[src/rtl/fabric_uart_rx_if.sv]
// Receive stream between fabric_uart_rx and its fabric consumer.
// Carries the head byte of a first-word-fall-through FIFO, the valid/ready pair and the occupancy.
interface fabric_uart_rx_if #(
  parameter int FIFO_AW = 4
);
  logic [7:0]       RX_DATA;
  logic             RX_VALID;
  logic             RX_READY;
  logic [FIFO_AW:0] FIFO_COUNT;

  modport master (output RX_DATA, RX_VALID, FIFO_COUNT, input RX_READY);
  modport slave  (input RX_DATA, RX_VALID, FIFO_COUNT, output RX_READY);
endinterface

[src/rtl/fabric_uart_rx.sv]
// Fabric-side 16x-oversampled UART receiver (8N1) feeding a FWFT byte FIFO with ready/valid output.
// Define UART_RX_PARITY_EN to add a parity bit between data and stop, plus the sticky PARITY_ERR flag.
module fabric_uart_rx #(
  parameter int BAUD_DIV   = 27,
  parameter int FIFO_AW    = 4,
  parameter int PARITY_ODD = 0
) (
  input  logic             CLK,
  input  logic             RESET,
  input  logic             RXD,
  fabric_uart_rx_if.master rx,
  output logic             FRAME_ERR,
  output logic             OVERRUN,
`ifdef UART_RX_PARITY_EN
  output logic             PARITY_ERR,
`endif
  input  logic             ERR_CLR
);

  localparam int          DEPTH     = 1 << FIFO_AW;
  localparam logic [15:0] TICK_LAST = 16'(BAUD_DIV - 1);

  if (BAUD_DIV < 2 || BAUD_DIV > 65535) begin : g_bad_baud_div
    $error("fabric_uart_rx: BAUD_DIV must be within 2..65535");
  end
  if (PARITY_ODD != 0 && PARITY_ODD != 1) begin : g_bad_parity_odd
    $error("fabric_uart_rx: PARITY_ODD must be 0 or 1");
  end

`ifdef UART_RX_PARITY_EN
  typedef enum logic [2:0] {S_WAIT_IDLE, S_IDLE, S_START, S_DATA, S_PARITY, S_STOP} state_t;
  localparam bit PAR_ODD = (PARITY_ODD != 0);
`else
  typedef enum logic [2:0] {S_WAIT_IDLE, S_IDLE, S_START, S_DATA, S_STOP} state_t;
`endif

  state_t      state_q, state_d;
  logic [3:0]  sc_q, sc_d;
  logic [2:0]  bc_q, bc_d;
  logic [7:0]  shift_q, shift_d;
  logic        rxd_meta, rxd_sync;
  logic [15:0] tick_cnt;
  logic        tick;
  logic        push_req, frame_set;
`ifdef UART_RX_PARITY_EN
  logic        par_bad_q, par_bad_d, parity_set;
`endif

  // NOTE: RXD is asynchronous to CLK; only the second flop may feed decisions.
  always_ff @(posedge CLK) begin
    if (RESET) begin
      rxd_meta <= 1'b1;
      rxd_sync <= 1'b1;
    end else begin
      rxd_meta <= RXD;
      rxd_sync <= rxd_meta;
    end
  end

  assign tick = (tick_cnt == TICK_LAST);

  always_ff @(posedge CLK) begin
    if (RESET)     tick_cnt <= '0;
    else if (tick) tick_cnt <= '0;
    else           tick_cnt <= tick_cnt + 16'd1;
  end

  always_ff @(posedge CLK) begin
    if (RESET) begin
      state_q <= S_WAIT_IDLE;
      sc_q    <= '0;
      bc_q    <= '0;
      shift_q <= '0;
`ifdef UART_RX_PARITY_EN
      par_bad_q <= 1'b0;
`endif
    end else begin
      state_q <= state_d;
      sc_q    <= sc_d;
      bc_q    <= bc_d;
      shift_q <= shift_d;
`ifdef UART_RX_PARITY_EN
      par_bad_q <= par_bad_d;
`endif
    end
  end

  // NOTE: every signal gets its hold value first, so no path through this block can infer a latch.
  always_comb begin
    state_d   = state_q;
    sc_d      = sc_q;
    bc_d      = bc_q;
    shift_d   = shift_q;
    push_req  = 1'b0;
    frame_set = 1'b0;
`ifdef UART_RX_PARITY_EN
    par_bad_d  = par_bad_q;
    parity_set = 1'b0;
`endif
    if (tick) begin
      unique case (state_q)
        S_WAIT_IDLE: if (rxd_sync) state_d = S_IDLE;
        S_IDLE: begin
          if (!rxd_sync) begin
            state_d = S_START;
            sc_d    = '0;
          end
        end
        // Mid start bit: a line that is already high again was a glitch.
        S_START: begin
          if (sc_q == 4'd7) begin
            sc_d    = '0;
            bc_d    = '0;
            state_d = rxd_sync ? S_IDLE : S_DATA;
          end else begin
            sc_d = sc_q + 4'd1;
          end
        end
        S_DATA: begin
          sc_d = sc_q + 4'd1;
          if (sc_q == 4'd15) begin
            shift_d[bc_q] = rxd_sync;
            bc_d          = bc_q + 3'd1;
`ifdef UART_RX_PARITY_EN
            if (bc_q == 3'd7) state_d = S_PARITY;
`else
            if (bc_q == 3'd7) state_d = S_STOP;
`endif
          end
        end
`ifdef UART_RX_PARITY_EN
        S_PARITY: begin
          sc_d = sc_q + 4'd1;
          if (sc_q == 4'd15) begin
            par_bad_d  = ((^shift_q) ^ rxd_sync) != PAR_ODD;
            parity_set = par_bad_d;
            state_d    = S_STOP;
          end
        end
`endif
        S_STOP: begin
          sc_d = sc_q + 4'd1;
          if (sc_q == 4'd15) begin
            if (rxd_sync) begin
`ifdef UART_RX_PARITY_EN
              push_req = !par_bad_q;
`else
              push_req = 1'b1;
`endif
              state_d  = S_IDLE;
            end else begin
              frame_set = 1'b1;
              state_d   = S_WAIT_IDLE;
            end
          end
        end
        default: state_d = S_WAIT_IDLE;
      endcase
    end
  end

  logic [7:0]         mem [DEPTH];
  logic [FIFO_AW-1:0] wr_ptr, rd_ptr;
  logic [FIFO_AW:0]   count;
  logic               empty, full, pop, push, overrun_set;

  assign empty       = (count == '0);
  assign full        = (count == (FIFO_AW + 1)'(DEPTH));
  assign pop         = rx.RX_READY && !empty;
  // A pop in the same cycle frees the slot the push needs.
  assign push        = push_req && (!full || pop);
  assign overrun_set = push_req && full && !pop;

  // NOTE: storage is deliberately not reset; pointers and count define what is valid.
  always_ff @(posedge CLK) begin
    if (push) mem[wr_ptr] <= shift_q;
  end

  always_ff @(posedge CLK) begin
    if (RESET) begin
      wr_ptr <= '0;
      rd_ptr <= '0;
      count  <= '0;
    end else begin
      if (push) wr_ptr <= wr_ptr + 1'b1;
      if (pop)  rd_ptr <= rd_ptr + 1'b1;
      unique case ({push, pop})
        2'b10:   count <= count + 1'b1;
        2'b01:   count <= count - 1'b1;
        default: count <= count;
      endcase
    end
  end

  assign rx.RX_VALID   = !empty;
  assign rx.RX_DATA    = empty ? 8'h00 : mem[rd_ptr];
  assign rx.FIFO_COUNT = count;

  // Sticky flags: a new event on the clearing cycle wins.
  always_ff @(posedge CLK) begin
    if (RESET) begin
      FRAME_ERR <= 1'b0;
      OVERRUN   <= 1'b0;
`ifdef UART_RX_PARITY_EN
      PARITY_ERR <= 1'b0;
`endif
    end else begin
      FRAME_ERR <= frame_set   || (FRAME_ERR && !ERR_CLR);
      OVERRUN   <= overrun_set || (OVERRUN && !ERR_CLR);
`ifdef UART_RX_PARITY_EN
      PARITY_ERR <= parity_set || (PARITY_ERR && !ERR_CLR);
`endif
    end
  end

endmodule

[src/flat_wrapper.sv]
// flat-port wrapper written by rule: the top's interface ports become plain ports
module fabric_uart_rx_flat 
#(
  parameter int BAUD_DIV   = 27,
  parameter int FIFO_AW    = 4,
  parameter int PARITY_ODD = 0
)
  (CLK, RESET, RXD, FRAME_ERR, OVERRUN, ERR_CLR, rx_RX_DATA, rx_RX_VALID, rx_FIFO_COUNT, rx_RX_READY);
  fabric_uart_rx_if #(.FIFO_AW(FIFO_AW)) rx_i ();
  input  logic CLK;
  input  logic RESET;
  input  logic RXD;
  output logic FRAME_ERR;
  output logic OVERRUN;
  input  logic ERR_CLR;
  output wire logic [$bits(rx_i.RX_DATA)-1:0] rx_RX_DATA;
  output wire logic [$bits(rx_i.RX_VALID)-1:0] rx_RX_VALID;
  output wire logic [$bits(rx_i.FIFO_COUNT)-1:0] rx_FIFO_COUNT;
  input wire logic [$bits(rx_i.RX_READY)-1:0] rx_RX_READY;
  assign rx_RX_DATA = rx_i.RX_DATA;
  assign rx_RX_VALID = rx_i.RX_VALID;
  assign rx_FIFO_COUNT = rx_i.FIFO_COUNT;
  assign rx_i.RX_READY = rx_RX_READY;
  fabric_uart_rx #(.BAUD_DIV(BAUD_DIV), .FIFO_AW(FIFO_AW), .PARITY_ODD(PARITY_ODD)) u_core (.CLK(CLK), .RESET(RESET), .RXD(RXD), .rx(rx_i), .FRAME_ERR(FRAME_ERR), .OVERRUN(OVERRUN), .ERR_CLR(ERR_CLR));
endmodule
[config.mk]
export PLATFORM = sky130hd
export DESIGN_NAME = fabric_uart_rx_flat
export DESIGN_NICKNAME = d
export VERILOG_FILES = /design/src/rtl/fabric_uart_rx_if.sv /design/src/rtl/fabric_uart_rx.sv /design/src/flat_wrapper.sv
export SDC_FILE = /design/constraint.sdc
export NUM_CORES = 1
export LEC_CHECK = 0
export CORE_ASPECT_RATIO = 1.1
export CORE_MARGIN = 5
export CORE_UTILIZATION = 55
export DETAILED_ROUTE_END_ITERATION = 10
export PLACE_DENSITY_LB_ADDON = 0.05
export SYNTH_ARGS = -nofsm -noshare
export SYNTH_HDL_FRONTEND = slang
export SYNTH_SLANG_ARGS = --single-unit
[constraint.sdc]
create_clock -name CLK -period 2.6 [get_ports CLK]
set_input_delay 0.39 -clock CLK [delete_from_list [all_inputs] [get_ports CLK]]
set_output_delay 0.39 -clock CLK [all_outputs]
set_load 0.005 [all_outputs]
# After elaboration in Yosys (flattened, before gate mapping)
# Memories as Yosys holds them, arrays and structs flattened. A register that Yosys moved wholly into a read port is not among the register bits.
# Index checks and enable logic that the tools add are counted.
[classes] n_addsub=7 multipliers=0 div_mod_pow=0 order_cmp=2 eq_ne=17 shifts=0 muxes=32 bitwise=0 reduce_logical=25
[op_table] operator="$mux W3" n=8
[op_table] operator="$add A16 B1 Y16 const B" n=1
[op_table] operator="$eq A16 B5 Y1 const B" n=1
[op_table] operator="$mux W4" n=4
[op_table] operator="$pmux W3 S5" n=1
[op_table] operator="$add A4 B1 Y4 const B" n=3
[op_table] operator="$mux W1" n=12
[op_table] operator="$pmux W4 S3" n=1
[op_table] operator="$ne A2 B1 Y1 const B" n=5
[op_table] operator="$pmux W5 S2" n=1
[op_table] operator="$bwmux W8" n=1
[op_table] operator="$mux W8" n=1
[op_table] operator="$logic_and A1 B1 Y1" n=7
[op_table] operator="$reduce_and A7 Y1" n=1
[op_table] operator="$eq A3 B2 Y1 const B" n=2
[op_table] operator="$eq A3 B3 Y1 const B" n=2
[op_table] operator="$pmux W3 S2" n=1
[op_table] operator="$reduce_and A3 Y1" n=2
[op_table] operator="$add A5 B1 Y5 const B" n=1
[op_table] operator="$eq A5 B5 Y1 const B" n=1
[op_table] operator="$logic_not A5 Y1" n=1
[op_table] operator="$sub A5 B1 Y5 const B" n=1
[op_table] operator="$eq A4 B3 Y1 const B" n=1
[op_table] operator="$eq A4 B4 Y1 const B" n=1
[op_table] operator="other kinds (16)" n=23
[totals] register_bits=51 latchBits=0 mem_bits_rw=128 mem_bits_ro=0 inputBits=5 mem_count=1
[mem_list] name="u_core.mem" depth=16 width=8 read_ports=1 rd_ports_with_merged_regs=1 write_ports=1 line="fabric_uart_rx.sv:162" rtl="logic [7:0] mem [DEPTH];"

# Logic depth before layout (Yosys ltp)
[depth] word_depth=7 depth_mapped=17

# Least setup slack after synthesis
# OpenSTA, ideal clock, no wires.
[synth_timing] kind="flip-flop to flip-flop" from="register u_core.count[1], in the netlist u_core.rx.FIFO_COUNT[1]" to="register u_core.count[2], in the netlist u_core.rx.FIFO_COUNT[2]" arrival_ps=2817 required_time_ps=2530 path_slack_ps=-287 path_stages_with_launch=15 n_path_buf=3 cell_sequence="dfxtp_1 buf_2 nor4_1 a31oi_1 and3_1 buf_6 inv_2 ha_1 clkbuf_1 xor2_1 ha_1 a21oi_1 xor2_1 or3_1 a21oi_1"
[synth_between] elab_chain_len=7
[synth_rtl] element="start, declared" line="fabric_uart_rx.sv:164" rtl="logic [FIFO_AW:0] count;"
[synth_rtl] element="start signal, assigned" line="fabric_uart_rx.sv:188" rtl="2'b10: count <= count + 1'b1;"
[synth_rtl] element="start signal, assigned" line="fabric_uart_rx.sv:189" rtl="2'b01: count <= count - 1'b1;"
[synth_rtl] element="start signal, assigned" line="fabric_uart_rx.sv:190" rtl="default: count <= count;"
[synth_rtl] element="$logic_not A5 Y1" line="fabric_uart_rx.sv:167" rtl="assign empty = (count == '0);"
[synth_rtl] element="$logic_not A1 Y1" line="fabric_uart_rx.sv:169" rtl="assign pop = rx.RX_READY && !empty;"
[synth_rtl] element="$logic_and A1 B1 Y1" line="fabric_uart_rx.sv:169"
[synth_rtl] element="$logic_or A1 B1 Y1" line="fabric_uart_rx.sv:171" rtl="assign push = push_req && (!full || pop);"
[synth_rtl] element="$logic_and A1 B1 Y1" line="fabric_uart_rx.sv:171"
[synth_rtl] element="$eq A2 B1 Y1 or $eq A2 B2 Y1 (tied branches)" line="fabric_uart_rx.sv:187" rtl="unique case ({push, pop})"
[synth_rtl] element="$pmux W5 S2 or $reduce_bool A2 Y1 (tied branches)"
# Parallel ways exist; a longest one is shown, timed or not.
# A chain may end at the register's enable or synchronous reset.

==> impl_metrics.toml <==
[run_status]
outcome = "finished clean"

[synth]
synth_cell_types = 51
syn_nets = 562
ys_ff_latch = 183
synth_flop_cell = "edfxtp_1"
synth_area_sq_um = 7710
ys_async_sr_fraction_pct = 0
yosysWarnings = 0
synth_edf_count = 128
synth_cells = 543
avgSynthCellArea_sq_um = 14.2
seq_area_frac_synth_pct = 64.1

[power]
p_leak_nw = 3.13
power_frac_comb_pct = 16.6
p_per_area_nw_per_um2 = 777
swShare_pct = 22.3
power_frac_clock_pct = 38.9
p_int_mw = 5.53
total_power_mw = 7.11
peakVddDrop_uv = 369
p_switching_mw = 1.59
power_frac_seq_pct = 44.5

[cells_and_area]
layout_common_cells = "128 x edfxtp_1, 58 x nor2_1, 53 x dfxtp_1"
final_net_count = 616
fin_util_pct = 66.3
area_delta_synth_final_pct = 18.7
layout-drive-gt1-share_pct = 23.1
layout_commonest_cell = "edfxtp_1"
n_antenna_cell = 0
n_fill_cell = 1003

[global_route]
grt_max_degree = 33
track_usage_pct = 19.8
grt_pass1_vias = 4605
grt_overflow = 0
antenna_found_initial = 0
grt_pass1_wl_mm = 24.5

[routing]
drt_pre_antenna_iters = 4
totalWireLength_mm = 14.9
vias = 4477
drc = 0
post_drt_wl_per_cell_microns = 18.6
drt_iter0_markers = 293
vias_per_cell = 5.61
antenna_left = 0

[sta]
worstMarginPinSlew_ps = 706
slew_headroom_pct = 52.9
skew_ps = 11.1
setup_viol = 0
max_freq_mhz = 396
hold_violations = 0
drv_slew = 0
min_period_ps = 2520
post-route-period-util_pct = 97.1
holdWs_ps = 417

[clocking]
cts_tree = "yes"
cts.clk_slew.worst_paths_ps = 60
clockBufferDepth = 2
cts-htree-levels = 4
cts_buffers = 17
clkLatencyLatePin_ps = 420
cts_hold_buffers = 0
cts.sinks = 183
root_buffer = "clkbuf_16"

[floorplanning]
dieWidth_microns = 123
rows = 45
initial_core_util_pct = 55.9
core_area_sq_um = 13800
die_h_microns = 134
dieArea_sq_um = 16500
ios = 21

[critical_path]
cp-start-kind = "flop"
worstPathArrival_ps = 2130
critPathKind = "flop to output pin"
crit_path_top_delay_cell = "mux4_2"
cp_data_required_time_ps = 2210
cpPeakStageDelay_ps = 520
cp_cell_sequence = "buf_6 > buf_16 > mux4_2 > mux2i_1 > o22ai_1 > dlygate4sd2_1"
endpoint_kind = "output pin"
cp_max_fo = 8

[place]
port_buffers = 20
place_congestion = 0.781
hpwlAfterDp_mm = 9.46

[flow_run]
cap_violations = 0

[min_path]
hold_class = "flop to flop"
-- worst max-delay path: cells and delay by family (launching register included) --
family | cells | cell delay (ps)
compound gates | 1 | 100
buf+inv | 3 | 560
flops | 1 | 390
mux | 2 | 680
-- area by class of cell --
class | instances | area (sq um) | share of cell area (%)
clock buffers | 23 | 468 | 5.11
repair buffers | 64 | 587 | 6.41
clock inverters | 9 | 173 | 1.89
flip-flops and latches | 183 | 4950 | 54.1
well taps | 188 | 235 | 2.57
multi-input cells | 323 | 2710 | 29.6
inverters | 8 | 32.5 | 0.356
-- final timing paths --
kind              depth (start not counted)               start                       to  slack [ps]
setup / recovery                          6                flop            rx_RX_DATA[0]          80
hold reg to reg                           1     u_core.rxd_meta          u_core.rxd_sync         420
setup reg to reg                         13  u_core.tick_cnt[0]  u_core.rx.FIFO_COUNT[2]         150
hold / removal                            1     u_core.rxd_meta          u_core.rxd_sync         420
-- what timing repair did --
item,CTS,global route
pin swaps,3,6
cloned,3,0
setup endpoints to repair,8,9
gates resized for setup,26,13
setup buffers,2,2
-- through the flow --
step,cell area (sq um),setup TNS (ps),worst slack (ps),instances
5_1_grt,9150,-30.9,-30.9,798
6_report,9150,0,75.3,798
2_1_floorplan,7750,-10.8,-10.8,543
3_5_place_dp,8360,-93.8,-57.0,760
4_1_cts,9150,0,2.47,797
3_3_place_gp,8360,0,40.4,760
-- synthesized netlist by cell type, types with 2 or more instances --
library cell / instances / area share (%)
a211o_1: 2 / 0.23
a21oi_1: 18 / 1.2
a2bb2oi_1: 2 / 0.23
a31oi_1: 2 / 0.16
and4_1: 3 / 0.34
buf_1: 4 / 0.19
buf_2: 7 / 0.45
buf_6: 2 / 0.29
clkbuf_1: 16 / 0.78
dfxtp_1: 55 / 14
edfxtp_1: 128 / 50
ha_1: 14 / 2.3
inv_1: 7 / 0.34
mux2i_1: 29 / 3.8
mux4_2: 32 / 9.3
nand2_1: 28 / 1.4
nand2b_1: 9 / 0.73
nand3_1: 14 / 0.91
nand4_1: 9 / 0.73
nand4b_1: 5 / 0.57
nor2_1: 58 / 2.8
nor2b_1: 7 / 0.57
nor3_1: 10 / 0.65
nor3b_1: 3 / 0.29
nor4_1: 4 / 0.32
nor4b_1: 2 / 0.23
o21a_1: 2 / 0.19
o21ai_0: 12 / 0.78
o22ai_1: 9 / 0.73
or2_2: 5 / 0.41
or3_1: 6 / 0.49
xnor2_1: 7 / 0.80
xor2_1: 14 / 1.6
-- per-layer routing --
metal	up-vias	track usage, %	part of all wire (%)
met5	-	0	0
li1	2158	-	-
met4	0	6.04	1.4
met2	59	32.9	51
met1	2247	26.3	45
met3	13	4.13	2.8
-- registers in the layout, indices dropped and copies added (netlist names), 3 cells and up, named ones only --
signal	cells
u_core.state_q	3
u_core.mem	128
u_core.tick_cnt	16
u_core.bc_q	3
u_core.rx.FIFO_COUNT	5
u_core.sc_q	4
u_core.shift_q	8
u_core.wr_ptr	4
u_core.rd_ptr	4
-- logic make-up (layout without fill, tap and decap cells) --
| kind of cell | after synthesis | count (layout) | share of synthesized area, % |
|---|---|---|---|
| adder cells (fa/ha/maj) | 14 | 14 | 2.27 |
| buffers and inverters | 37 | 104 | 2.11 |
| flip-flops | 183 | 183 | 64.1 |
| AO/OA/AOI/OAI | 49 | 49 | 3.68 |
| multiplexers | 62 | 62 | 13.3 |
| XOR/XNOR | 21 | 21 | 2.39 |
| AND/OR/NAND/NOR | 177 | 177 | 12.2 |
-- power by group through the flow --
stage / Sequential [mW] / Clock [mW] / Combinational (mW)
after floorplan: 3.20 / 0 / 0.667
after global placement: 3.21 / 0 / 1.02
after detailed placement: 3.21 / 0 / 1.03
after CTS: 3.17 / 2.81 / 1.21
after global routing: 3.17 / 2.94 / 1.28
final: 3.17 / 2.77 / 1.18
Power figures use the tool's default switching activity.
